File: config.mk
export PLATFORM = sky130hd
export DESIGN_NAME = axi_wr_master_burst_flat
export DESIGN_NICKNAME = d
export VERILOG_FILES = /design/src/rtl/axi_wr_master_burst_if.sv /design/src/rtl/axi_wr_master_burst.sv /design/src/flat_wrapper.sv
export SDC_FILE = /design/constraint.sdc
export NUM_CORES = 1
export LEC_CHECK = 0
export CAP_MARGIN = 30
export CORE_ASPECT_RATIO = 1.25
export CORE_MARGIN = 1.5
export CORE_UTILIZATION = 39
export DETAILED_ROUTE_END_ITERATION = 6
export PLACE_DENSITY = 0.61
export SLEW_MARGIN = 5
export SYNTH_ARGS = -nofsm -noshare
export SYNTH_HDL_FRONTEND = slang
export SYNTH_SLANG_ARGS = --single-unit
File: constraint.sdc
create_clock -name clk -period 4.33 [get_ports clk]
set_input_delay 0.866 -clock clk [delete_from_list [all_inputs] [get_ports clk]]
set_output_delay 0.866 -clock clk [all_outputs]
set_load 0.02 [all_outputs]
File: src/rtl/axi_wr_master_burst_if.sv
// AXI write-channel bundle (AW/W/B) shared by the burst write master and its slave.
interface axi_wr_master_burst_if #(
  parameter int ADDR_WIDTH = 26,
  parameter int DATA_WIDTH = 32
);
  logic                      awvalid;
  logic                      awready;
  logic [ADDR_WIDTH-1:0]     awaddr;
  logic [7:0]                awlen;
  logic [2:0]                awsize;
  logic [1:0]                awburst;
  logic                      wvalid;
  logic                      wready;
  logic [DATA_WIDTH-1:0]     wdata;
  logic [DATA_WIDTH/8-1:0]   wstrb;
  logic                      wlast;
  logic                      bvalid;
  logic [1:0]                bresp;
  logic                      bready;

  modport master (
    output awvalid, awaddr, awlen, awsize, awburst,
    output wvalid, wdata, wstrb, wlast,
    output bready,
    input  awready, wready, bvalid, bresp
  );

  modport slave (
    input  awvalid, awaddr, awlen, awsize, awburst,
    input  wvalid, wdata, wstrb, wlast,
    input  bready,
    output awready, wready, bvalid, bresp
  );
endinterface

File: src/rtl/axi_wr_master_burst.sv
// Splits one (address, beat count) write request into boundary-safe AXI INCR bursts,
// with AW and W decoupled through a burst-length queue and bounded outstanding B.
module axi_wr_master_burst #(
  parameter int ADDR_WIDTH      = 26,
  parameter int DATA_WIDTH      = 32,
  parameter int LEN_WIDTH       = 16,
  parameter int MAX_BURST       = 16,
  parameter int MAX_OUTSTANDING = 4,
  parameter int BOUNDARY        = 4096
) (
  input  logic                    clk,
  input  logic                    rst,
  input  logic                    init_end,
  input  logic                    wr_trig,
  input  logic [ADDR_WIDTH-1:0]   wr_addr,
  input  logic [LEN_WIDTH-1:0]    wr_len,
  input  logic [DATA_WIDTH-1:0]   wr_data,
  input  logic [DATA_WIDTH/8-1:0] wr_strb,
  output logic                    wr_data_en,
  output logic                    wr_ready,
  output logic                    wr_done,
  output logic                    wr_err,
  axi_wr_master_burst_if.master   axi
);

  localparam int BPB    = DATA_WIDTH / 8;
  localparam int BPB_LG = $clog2(BPB);
  localparam int BND_LG = $clog2(BOUNDARY);
  localparam int BND_W  = BND_LG + 1;
  localparam int OST_W  = $clog2(MAX_OUTSTANDING) + 1;
  localparam int PTR_W  = (MAX_OUTSTANDING > 1) ? $clog2(MAX_OUTSTANDING) : 1;
  localparam logic [ADDR_WIDTH-1:0] ALIGN_MASK = ~ADDR_WIDTH'(BPB - 1);

  typedef enum logic [2:0] {S_IDLE, S_CALC, S_AW, S_WAIT, S_DRAIN, S_DONE} aw_state_t;

  aw_state_t               state_q, state_d;
  logic [ADDR_WIDTH-1:0]   addr_q;
  logic [LEN_WIDTH-1:0]    rem_q;
  logic [8:0]              beats_q;
  logic [ADDR_WIDTH-1:0]   awaddr_q;
  logic [7:0]              awlen_q;
  logic [OST_W-1:0]        ost_q;
  logic [7:0]              q_mem [MAX_OUTSTANDING];
  logic [PTR_W-1:0]        q_wr, q_rd;
  logic [OST_W-1:0]        q_cnt;
  logic [7:0]              w_cnt;
  logic                    w_loaded;
  logic                    err_q;

  logic                    accept, aw_hs, w_hs, b_hs, space, q_empty, w_pop;
  logic                    aw_valid, done_p;
  logic [7:0]              w_cur;
  logic [8:0]              calc_beats;
  logic [LEN_WIDTH-1:0]    rem_after;

  // Beats for the next burst: min(remaining, MAX_BURST, beats left before the boundary).
  function automatic logic [8:0] burst_beats(input logic [ADDR_WIDTH-1:0] a,
                                             input logic [LEN_WIDTH-1:0]  rem);
    logic [BND_W-1:0]     off, to_bnd;
    logic [LEN_WIDTH:0]   cap, rem_x;
    off    = BND_W'(a[BND_LG-1:0]);
    to_bnd = (BND_W'(BOUNDARY) - off) >> BPB_LG;
    cap    = (to_bnd < BND_W'(MAX_BURST)) ? (LEN_WIDTH+1)'(to_bnd) : (LEN_WIDTH+1)'(MAX_BURST);
    rem_x  = {1'b0, rem};
    return (rem_x < cap) ? 9'(rem_x) : 9'(cap);
  endfunction

  function automatic logic [PTR_W-1:0] ptr_inc(input logic [PTR_W-1:0] p);
    return (p == PTR_W'(MAX_OUTSTANDING - 1)) ? '0 : p + 1'b1;
  endfunction

  assign accept     = wr_trig & wr_ready & (wr_len != '0);
  assign aw_hs      = axi.awvalid & axi.awready;
  assign w_hs       = axi.wvalid & axi.wready;
  assign b_hs       = axi.bvalid & axi.bready;
  assign q_empty    = (q_cnt == '0);
  assign space      = (ost_q < OST_W'(MAX_OUTSTANDING)) && (q_cnt != OST_W'(MAX_OUTSTANDING));
  assign calc_beats = burst_beats(addr_q, rem_q);
  assign rem_after  = rem_q - LEN_WIDTH'(beats_q);
  // The queue head stays in place until its last beat, so its length seeds the counter.
  assign w_cur      = w_loaded ? w_cnt : q_mem[q_rd];
  assign w_pop      = w_hs && (w_cur == 8'd0);

  always_comb begin
    state_d  = state_q;
    aw_valid = 1'b0;
    done_p   = 1'b0;
    case (state_q)
      S_IDLE:  if (accept) state_d = S_CALC;
      S_CALC:  state_d = space ? S_AW : S_WAIT;
      S_WAIT:  if (space) state_d = S_AW;
      S_AW: begin
        aw_valid = 1'b1;
        if (aw_hs) state_d = (rem_after != '0) ? S_CALC : S_DRAIN;
      end
      S_DRAIN: if (ost_q == '0 && q_empty) state_d = S_DONE;
      S_DONE: begin
        done_p  = 1'b1;
        state_d = S_IDLE;
      end
      default: state_d = S_IDLE;
    endcase
  end

  always_ff @(posedge clk or posedge rst) begin
    if (rst) begin
      state_q  <= S_IDLE;
      addr_q   <= '0;
      rem_q    <= '0;
      beats_q  <= '0;
      awaddr_q <= '0;
      awlen_q  <= '0;
      ost_q    <= '0;
      q_wr     <= '0;
      q_rd     <= '0;
      q_cnt    <= '0;
      w_cnt    <= '0;
      w_loaded <= 1'b0;
      err_q    <= 1'b0;
    end else begin
      state_q <= state_d;
      if (accept) begin
        addr_q <= wr_addr & ALIGN_MASK;
        rem_q  <= wr_len;
      end
      if (state_q == S_CALC) begin
        beats_q  <= calc_beats;
        awaddr_q <= addr_q;
        awlen_q  <= 8'(calc_beats - 9'd1);
      end
      if (aw_hs) begin
        addr_q <= addr_q + (ADDR_WIDTH'(beats_q) << BPB_LG);
        rem_q  <= rem_after;
        q_wr   <= ptr_inc(q_wr);
      end
      case ({aw_hs, b_hs})
        2'b10:   ost_q <= ost_q + 1'b1;
        2'b01:   ost_q <= ost_q - 1'b1;
        default: ost_q <= ost_q;
      endcase
      if (w_pop) q_rd <= ptr_inc(q_rd);
      case ({aw_hs, w_pop})
        2'b10:   q_cnt <= q_cnt + 1'b1;
        2'b01:   q_cnt <= q_cnt - 1'b1;
        default: q_cnt <= q_cnt;
      endcase
      if (w_hs) begin
        if (w_cur == 8'd0) begin
          w_loaded <= 1'b0;
        end else begin
          w_cnt    <= w_cur - 8'd1;
          w_loaded <= 1'b1;
        end
      end
      if (accept)                          err_q <= 1'b0;
      if (b_hs && axi.bresp != 2'b00)      err_q <= 1'b1;
    end
  end

  always_ff @(posedge clk) begin
    if (aw_hs) q_mem[q_wr] <= awlen_q;
  end

  assign axi.awvalid = aw_valid;
  assign axi.awaddr  = awaddr_q;
  assign axi.awlen   = awlen_q;
  assign axi.awsize  = 3'(BPB_LG);
  assign axi.awburst = 2'b01;
  assign axi.wvalid  = !q_empty;
  assign axi.wdata   = wr_data;
  assign axi.wstrb   = wr_strb;
  assign axi.wlast   = axi.wvalid && (w_cur == 8'd0);
  assign axi.bready  = (ost_q != '0);

  assign wr_data_en  = w_hs;
  assign wr_ready    = (state_q == S_IDLE) & init_end;
  assign wr_done     = done_p;
  assign wr_err      = err_q;

endmodule

File: src/flat_wrapper.sv
// flat-port wrapper written by rule: the top's interface ports become plain ports
module axi_wr_master_burst_flat 
#(
  parameter int ADDR_WIDTH      = 26,
  parameter int DATA_WIDTH      = 32,
  parameter int LEN_WIDTH       = 16,
  parameter int MAX_BURST       = 16,
  parameter int MAX_OUTSTANDING = 4,
  parameter int BOUNDARY        = 4096
)
  (clk, rst, init_end, wr_trig, wr_addr, wr_len, wr_data, wr_strb, wr_data_en, wr_ready, wr_done, wr_err, axi_awvalid, axi_awaddr, axi_awlen, axi_awsize, axi_awburst, axi_wvalid, axi_wdata, axi_wstrb, axi_wlast, axi_bready, axi_awready, axi_wready, axi_bvalid, axi_bresp);
  axi_wr_master_burst_if #(.ADDR_WIDTH(ADDR_WIDTH), .DATA_WIDTH(DATA_WIDTH)) axi_i ();
  input  logic clk;
  input  logic rst;
  input  logic init_end;
  input  logic wr_trig;
  input  logic [ADDR_WIDTH-1:0] wr_addr;
  input  logic [LEN_WIDTH-1:0] wr_len;
  input  logic [DATA_WIDTH-1:0] wr_data;
  input  logic [DATA_WIDTH/8-1:0] wr_strb;
  output logic wr_data_en;
  output logic wr_ready;
  output logic wr_done;
  output logic wr_err;
  output wire logic [$bits(axi_i.awvalid)-1:0] axi_awvalid;
  output wire logic [$bits(axi_i.awaddr)-1:0] axi_awaddr;
  output wire logic [$bits(axi_i.awlen)-1:0] axi_awlen;
  output wire logic [$bits(axi_i.awsize)-1:0] axi_awsize;
  output wire logic [$bits(axi_i.awburst)-1:0] axi_awburst;
  output wire logic [$bits(axi_i.wvalid)-1:0] axi_wvalid;
  output wire logic [$bits(axi_i.wdata)-1:0] axi_wdata;
  output wire logic [$bits(axi_i.wstrb)-1:0] axi_wstrb;
  output wire logic [$bits(axi_i.wlast)-1:0] axi_wlast;
  output wire logic [$bits(axi_i.bready)-1:0] axi_bready;
  input wire logic [$bits(axi_i.awready)-1:0] axi_awready;
  input wire logic [$bits(axi_i.wready)-1:0] axi_wready;
  input wire logic [$bits(axi_i.bvalid)-1:0] axi_bvalid;
  input wire logic [$bits(axi_i.bresp)-1:0] axi_bresp;
  assign axi_awvalid = axi_i.awvalid;
  assign axi_awaddr = axi_i.awaddr;
  assign axi_awlen = axi_i.awlen;
  assign axi_awsize = axi_i.awsize;
  assign axi_awburst = axi_i.awburst;
  assign axi_wvalid = axi_i.wvalid;
  assign axi_wdata = axi_i.wdata;
  assign axi_wstrb = axi_i.wstrb;
  assign axi_wlast = axi_i.wlast;
  assign axi_bready = axi_i.bready;
  assign axi_i.awready = axi_awready;
  assign axi_i.wready = axi_wready;
  assign axi_i.bvalid = axi_bvalid;
  assign axi_i.bresp = axi_bresp;
  axi_wr_master_burst #(.ADDR_WIDTH(ADDR_WIDTH), .DATA_WIDTH(DATA_WIDTH), .LEN_WIDTH(LEN_WIDTH), .MAX_BURST(MAX_BURST), .MAX_OUTSTANDING(MAX_OUTSTANDING), .BOUNDARY(BOUNDARY)) u_core (.clk(clk), .rst(rst), .init_end(init_end), .wr_trig(wr_trig), .wr_addr(wr_addr), .wr_len(wr_len), .wr_data(wr_data), .wr_strb(wr_strb), .wr_data_en(wr_data_en), .wr_ready(wr_ready), .wr_done(wr_done), .wr_err(wr_err), .axi(axi_i));
endmodule
==> results of run 1 <==
## worst max-delay path, delay by kind of cell (launching register included)
family,cells,cell delay [ns]
flops,1,0.50
simple gates,4,0.67
fa+ha+maj,1,0.23
mux,2,0.77
buf+inv,1,0.61
## sequential cells by signal (all words and copies together) (netlist names)
register / cells
u_core.q_mem: 32
u_core.addr_q: 24
u_core.axi.awaddr: 24
u_core.rem_q: 16
u_core.beats_q: 9
u_core.axi.awlen: 8
u_core.w_cnt: 8
u_core.ost_q: 3
u_core.q_cnt: 3
u_core.state_q: 3
u_core.q_rd: 2
u_core.q_wr: 2
u_core.w_loaded: 1
u_core.wr_err: 1
## cell type report
class                      instances  area [um^2]
tap                              270          338
multi-input combinational        607         3870
clock inverter                    10          163
inverter                          37          141
fill                            1940        10500
timing repair buffer             108         1050
sequential                       136         3560
clock buffer                      21          482
## through the flow
step | instance area (um^2) | hold WS, ns | utilization, % | total power (uW) | setup WS (ns)
after global placement | 8920 | 0.453 | 44.4 | 6130 | 0.357
after global routing | 9610 | 0.502 | 47.8 | 8410 | 0.00318
after floorplan | 8050 | 0.449 | - | 5060 | 0.394
final | 9610 | 0.472 | 47.8 | 7800 | 0.254
after CTS | 9570 | 0.476 | 47.6 | 7800 | 0.138
after detailed placement | 8920 | 0.462 | 44.4 | 6190 | 0.270
## timing repair
action	4_1_cts	5_1_grt
buffers inserted	0	1
gates resized for setup	1	2
setup endpoints to repair	1	3
pin swaps	0	2
endpoints found under the hold margin	0	0
## per-layer routing
layer | share of wire (%) | up-vias
li1 | - | 3076
met1 | 44 | 3054
met2 | 50 | 146
met3 | 3.8 | 38
met4 | 2.2 | 0
met5 | 0 | -
## where the power goes
| group | switching [uW] | leakage (uW) | total (uW) | internal [uW] |
|---|---|---|---|---|
| clock | 560 | 0.000316 | 1590 | 1030 |
| sequential | 511 | 0.00155 | 2360 | 1850 |
| combinational | 2180 | 0.00221 | 3860 | 1680 |
## cells in the mapped netlist, types with 8 or more instances
cell type  instances
nand2b_1           9
a21oi_1           45
xor2_1            15
nor2_1            54
o21ai_0           56
ha_1              38
and2_1             8
mux4_2             8
a211oi_1          10
a22oi_1           11
dfrtp_1          104
nand2_1          140
nand3_1           28
and3_1            17
edfxtp_1          32
buf_4             45
xnor2_1           15
mux2i_1           12
clkbuf_1          26
nor3_1            19
inv_1             36
or3_1             10
## cells by family (layout without fill, tap and decap cells)
| family | Yosys count | after routing | synth area share (%) |
|---|---|---|---|
| muxes | 24 | 24 | 4.31 |
| DFF | 136 | 136 | 44.5 |
| adders and majority gates | 42 | 42 | 6.94 |
| AOI/OAI and AO/OA | 181 | 181 | 14.8 |
| xor gates and xnor gates | 30 | 30 | 3.28 |
| other | 2 | 13 | 0.0938 |
| buffers and inverters | 117 | 176 | 7.81 |
| and+or+nand+nor | 317 | 317 | 18.2 |
## worst max-delay path by stage
stage               slack, ns                   to        startpoint  cells past startpoint
floorplan                0.39  u_core.axi.awlen[4]  u_core.addr_q[3]                     21
global placement         0.36  u_core.axi.awlen[4]  u_core.addr_q[3]                     19
detailed placement       0.27  u_core.axi.awlen[4]  u_core.addr_q[3]                     19
CTS                      0.14            axi_wlast    u_core.q_rd[0]                      8
global route            0.003            axi_wlast    u_core.q_rd[0]                      8
finish                   0.25            axi_wlast    u_core.q_rd[0]                      8
==> flow_summary.yaml, run 1 <==
status:
  outcome: "finished clean"
global_route:
  grt_max_degree: 39
  grt_util_all_layers_pct: 19.3
  met3_usage_pct: 3.01
  grt_pass1_vias: 6147
  busiest_layer: "met2"
  grt.overflow.total: 0
  use_met2_pct: 33.8
  met1_usage_pct: 24.0
  grt_pass1_wl_um: 32300
  antenna_found_initial: 0
worst_setup_path:
  r2r_setup_slack_ns: 0.42
  crit_type: "register to output pin"
  worstPathCellList: "mux4_2 -> mux2i_1 -> ha_1 -> nand3_1 -> nor2_2 -> nand3_1 -> nor2b_1 -> clkdlybuf4s50_1"
  start_kind: "register"
  crit_fanout: 7
  cp_data_arrival_time_ns: 3.21
  cp.required_ns: 3.46
  reg2reg_depth: 20
  reg2reg_from: "u_core.addr_q[3]"
  crit-reg2reg-capture: "u_core.axi.awlen[4]"
  cp_slowest_stage_delay_ns: 0.61
  path_common_cell: "nand3_1"
  end_kind: "output pin"
  crit_slowest_cell: "clkdlybuf4s50_1"
clocking:
  cts_tree: "done"
  cts_buffers: 17
  clk_pin_slew_ns: 0.06
  cts_root_buf: "clkbuf_16"
  cts_buffer_depth: 2
  clkSinkCount: 136
  clk_latency_ns: 0.43
  h-tree-depth: 4
  hold_buffers: 0
flow_run:
  maxCapViolCount: 0
place:
  dp_hpwl_um: 14700
  io_buffers: 88
  dp_cells: 1156
  place.gp.congestion: 0.865
timing:
  max_freq_mhz: 245
  setup_tns_ns: 0
  setup_violations: 0
  finalCriticalPeriod_ns: 4.08
  worst_slew_pin_slew_ns: 0.796
  drv_slew: 0
  hold_viol: 0
  maxSlewHeadroom_pct: 46.6
  finClkSkew_ns: 0.0127
  finalCritPeriodShare_pct: 94.1
  rsz0062_at_grt: "false"
power:
  vdd_ir_drop_max_mv: 0.382
  power.leakage_uw: 0.00408
  power_density_nw_per_um2: 812
die:
  die_y_um: 163
  dieArea_um2: 21400
  num_rows: 58
  ios: 170
  die_x_um: 131
  coreArea_um2: 20100
  initial_core_util_pct: 39.8
synthesis:
  synth_edf_count: 32
  yosys.area.top_type: "dfrtp_1"
  yosysWarnings: 0
  synth_top_area_share_pct: 32.5
  synthCells: 849
  synth_area_leaders: "dfrtp_1, edfxtp_1, nand2_1"
  synth_seq_area_share_pct: 44.5
  synth_area_um2: 8010
  ys_ff_latch: 136
  synthFlopType: "dfrtp_1"
  synth_cell_types: 65
  syn_area_per_cell_um2: 9.43
  synthArstFlopShare_pct: 76.5
layout:
  fin_cells: 1189
  area_growth_pct: 20.0
  fin_nets: 1036
  diodes: 0
  final_cell_mix: "nand2_1, dfrtp_1, clkdlybuf4s50_1"
  drive_gt1_share_pct: 8.92
  final_common_cell: "nand2_1"
hold_path:
  hold_class: "register to register"
  holdPathEnd: "u_core.wr_err"
  hold_path_depth: 2
  worstHoldStart: "u_core.wr_err"
detailed_routing:
  vias_per_cell: 5.31
  vias: 6314
  drt_first_pass_iters: 4
  drc: 0
  wl_per_cell_um: 16.8
  drtIter0Drc: 398
  wl_um: 19900
  ant_nets: 0
Note: power is estimated with default switching activity, not from simulation.
==> run 2, diff against run 1 <==
--- a/config.mk
+++ b/config.mk
@@ -10,7 +10,8 @@
 export CORE_MARGIN = 1.5
 export CORE_UTILIZATION = 39
 export DETAILED_ROUTE_END_ITERATION = 6
-export PLACE_DENSITY = 0.61
+export DONT_BUFFER_PORTS = 1
+export PLACE_DENSITY = 0.5
 export SLEW_MARGIN = 5
 export SYNTH_ARGS = -nofsm -noshare
 export SYNTH_HDL_FRONTEND = slang
==> run 2 against run 1 <==
  * Global-route usage up 0.73 points
  * Highest routed layer is now met5
  * Via count shrank 4.0%
  * Critical endpoint is now u_core.axi.awlen[4]
  * Routed wire length rose by 3.9%
  * Sequential power up 8.9%
==> flow_summary.yaml, run 2 (same netlist as run 1, synthesis figures left out) <==
status:
  outcome: "finished clean"
timing:
  maxSlewHeadroom_pct: 42.4
  finClkSkew_ns: 0.00493
  max_freq_mhz: 252
  drv_slew: 0
  setup_violations: 0
  finalCritPeriodShare_pct: 91.7
  rsz0062_at_grt: "true"
  hold_viol: 0
  finalCriticalPeriod_ns: 3.97
  worst_slew_pin_slew_ns: 0.862
global_route:
  grt.overflow.total: 0
  antenna_found_initial: 1
  grt_pass1_wl_um: 33400
  grt_pass1_vias: 6307
  grt_max_degree: 71
  grt_util_all_layers_pct: 20.0
hold_path:
  hold_class: "input pin to asynchronous set/reset pin"
layout:
  diodes: 0
  drive_gt1_share_pct: 9.88
  post-route-util_pct: 43.1
  final_common_cell: "nand2_1"
  largest_register: "u_core.q_mem"
  fin_area_um2: 8660
  area_growth_pct: 8.17
  final_cell_mix: "nand2_1, dfrtp_1, o21ai_0"
  largest_reg_flops: 32
  fill_cells: 1988
  fin_nets: 946
die:
  num_rows: 58
  dieArea_um2: 21400
  ios: 170
  die_x_um: 131
  initial_core_util_pct: 39.8
  coreArea_um2: 20100
  die_y_um: 163
worst_setup_path:
  r2r_setup_slack_ns: 0.36
  cp.required_ns: 4.60
  reg2reg_depth: 20
  crit_type: "register to register"
  end_kind: "register"
  cp_data_arrival_time_ns: 4.24
  cp_slowest_stage_delay_ns: 0.43
  crit_fanout: 12
  crit-reg2reg-capture: "u_core.axi.awlen[4]"
  start_kind: "register"
  reg2reg_from: "u_core.addr_q[3]"
  crit_slowest_cell: "dfrtp_1"
  worstPathCellList: "inv_1 -> ha_1 -> nor3b_2 -> mux2i_1 -> nor3_2 -> inv_1 -> or2_2 -> ha_1 -> nand4_1 -> a31oi_1 -> a211oi_2 -> buf_4 -> buf_4 -> a21oi_1 -> ha_2 -> nand2b_1 -> nor2_1 -> xnor2_1 -> a21o_1 -> o21ai_0"
power:
  vdd_ir_drop_max_mv: 0.306
  swShare_pct: 44.4
  power.leakage_uw: 0.00369
  pwr-share-clk_pct: 19.9
  power_density_nw_per_um2: 847
  power.switching_uw: 3260
  share_comb_of_total_power_pct: 45.1
  seq_power_share_pct: 35.0
  cell_internal_pwr_uw: 4080
clocking:
  clk_latency_ns: 0.42
  clkSinkCount: 136
  cts_tree: "done"
  cts_buffer_depth: 2
  cts_root_buf: "clkbuf_16"
  h-tree-depth: 4
  cts_buffers: 17
  clk_pin_slew_ns: 0.06
place:
  placed_area_um2: 8030
  dp_hpwl_um: 15100
  io_buffers: 0
  place.gp.congestion: 0.890
detailed_routing:
  drtIter0Drc: 316
  vias_per_cell: 5.51
  wl_um: 20700
  drc: 0
  vias: 6061
  drt_first_pass_iters: 7
  wl_per_cell_um: 18.8
  ant_nets: 0
flow_run:
  maxCapViolCount: 0
run 2: final cells by class:
cell class,instances,area (um^2),area share [%]
well taps,270,338,3.90
multi-input cells,607,3880,44.8
inverters,37,141,1.63
clock buffers,17,425,4.91
repair buffers,18,148,1.70
clock inverters,15,166,1.92
flip-flops and latches,136,3560,41.2
run 2: timing repair:
action,CTS,global route
setup endpoints to repair,0,4
hold buffers,0,0
buffers inserted,0,1
gates resized for setup,0,4
run 2: routing by layer:
layer	vias to the layer above	track usage (%)	routed length, um
li1	2903	-	-
met1	2939	22.1	8090
met2	177	35.8	10700
met3	40	5.74	1280
met4	2	9.24	640
met5	-	0	13
run 2: power groups by stage:
stage | clock (uW) | combinational (uW) | sequential (uW)
finish | 1460 | 3310 | 2570
global route | 1540 | 3760 | 2650
CTS | 1490 | 3310 | 2570
detailed placement | 0 | 3300 | 2590
global placement | 0 | 3210 | 2570
floorplan | 0 | 2700 | 2360
run 2: metrics by stage:
stage	setup slack [ns]	hold WS [ns]	TNS (ns)	cells	power, uW
6_report	0.358	0.333	0	1100	7330
5_1_grt	-0.0688	0.357	-0.0688	1100	7950
4_1_cts	0.0816	0.486	0	1098	7380
3_5_place_dp	0.104	0.476	0	1066	5890
3_3_place_gp	0.302	0.462	0	1066	5780
2_1_floorplan	0.394	0.449	0	860	5060
run 2: critical path: cells and delay by family (launching register included):
kind | cells | cell delay (ns)
compound gates | 5 | 0.65
buf+inv | 4 | 0.57
xor+xnor | 1 | 0.13
fa+ha+maj | 3 | 0.79
flops | 1 | 0.43
simple gates | 6 | 1.12
mux | 1 | 0.13
run 2: worst max-delay path by stage:
stage                          start                   to  slack, ns  cells after the start
CTS                   u_core.q_rd[0]            axi_wlast       0.08                      7
global placement    u_core.addr_q[3]  u_core.axi.awlen[4]       0.30                     20
floorplan           u_core.addr_q[3]  u_core.axi.awlen[4]       0.39                     21
finish              u_core.addr_q[3]  u_core.axi.awlen[4]       0.36                     20
detailed placement  u_core.addr_q[3]  u_core.axi.awlen[4]       0.10                     20
global route        u_core.addr_q[3]  u_core.axi.awlen[4]      -0.07                     20
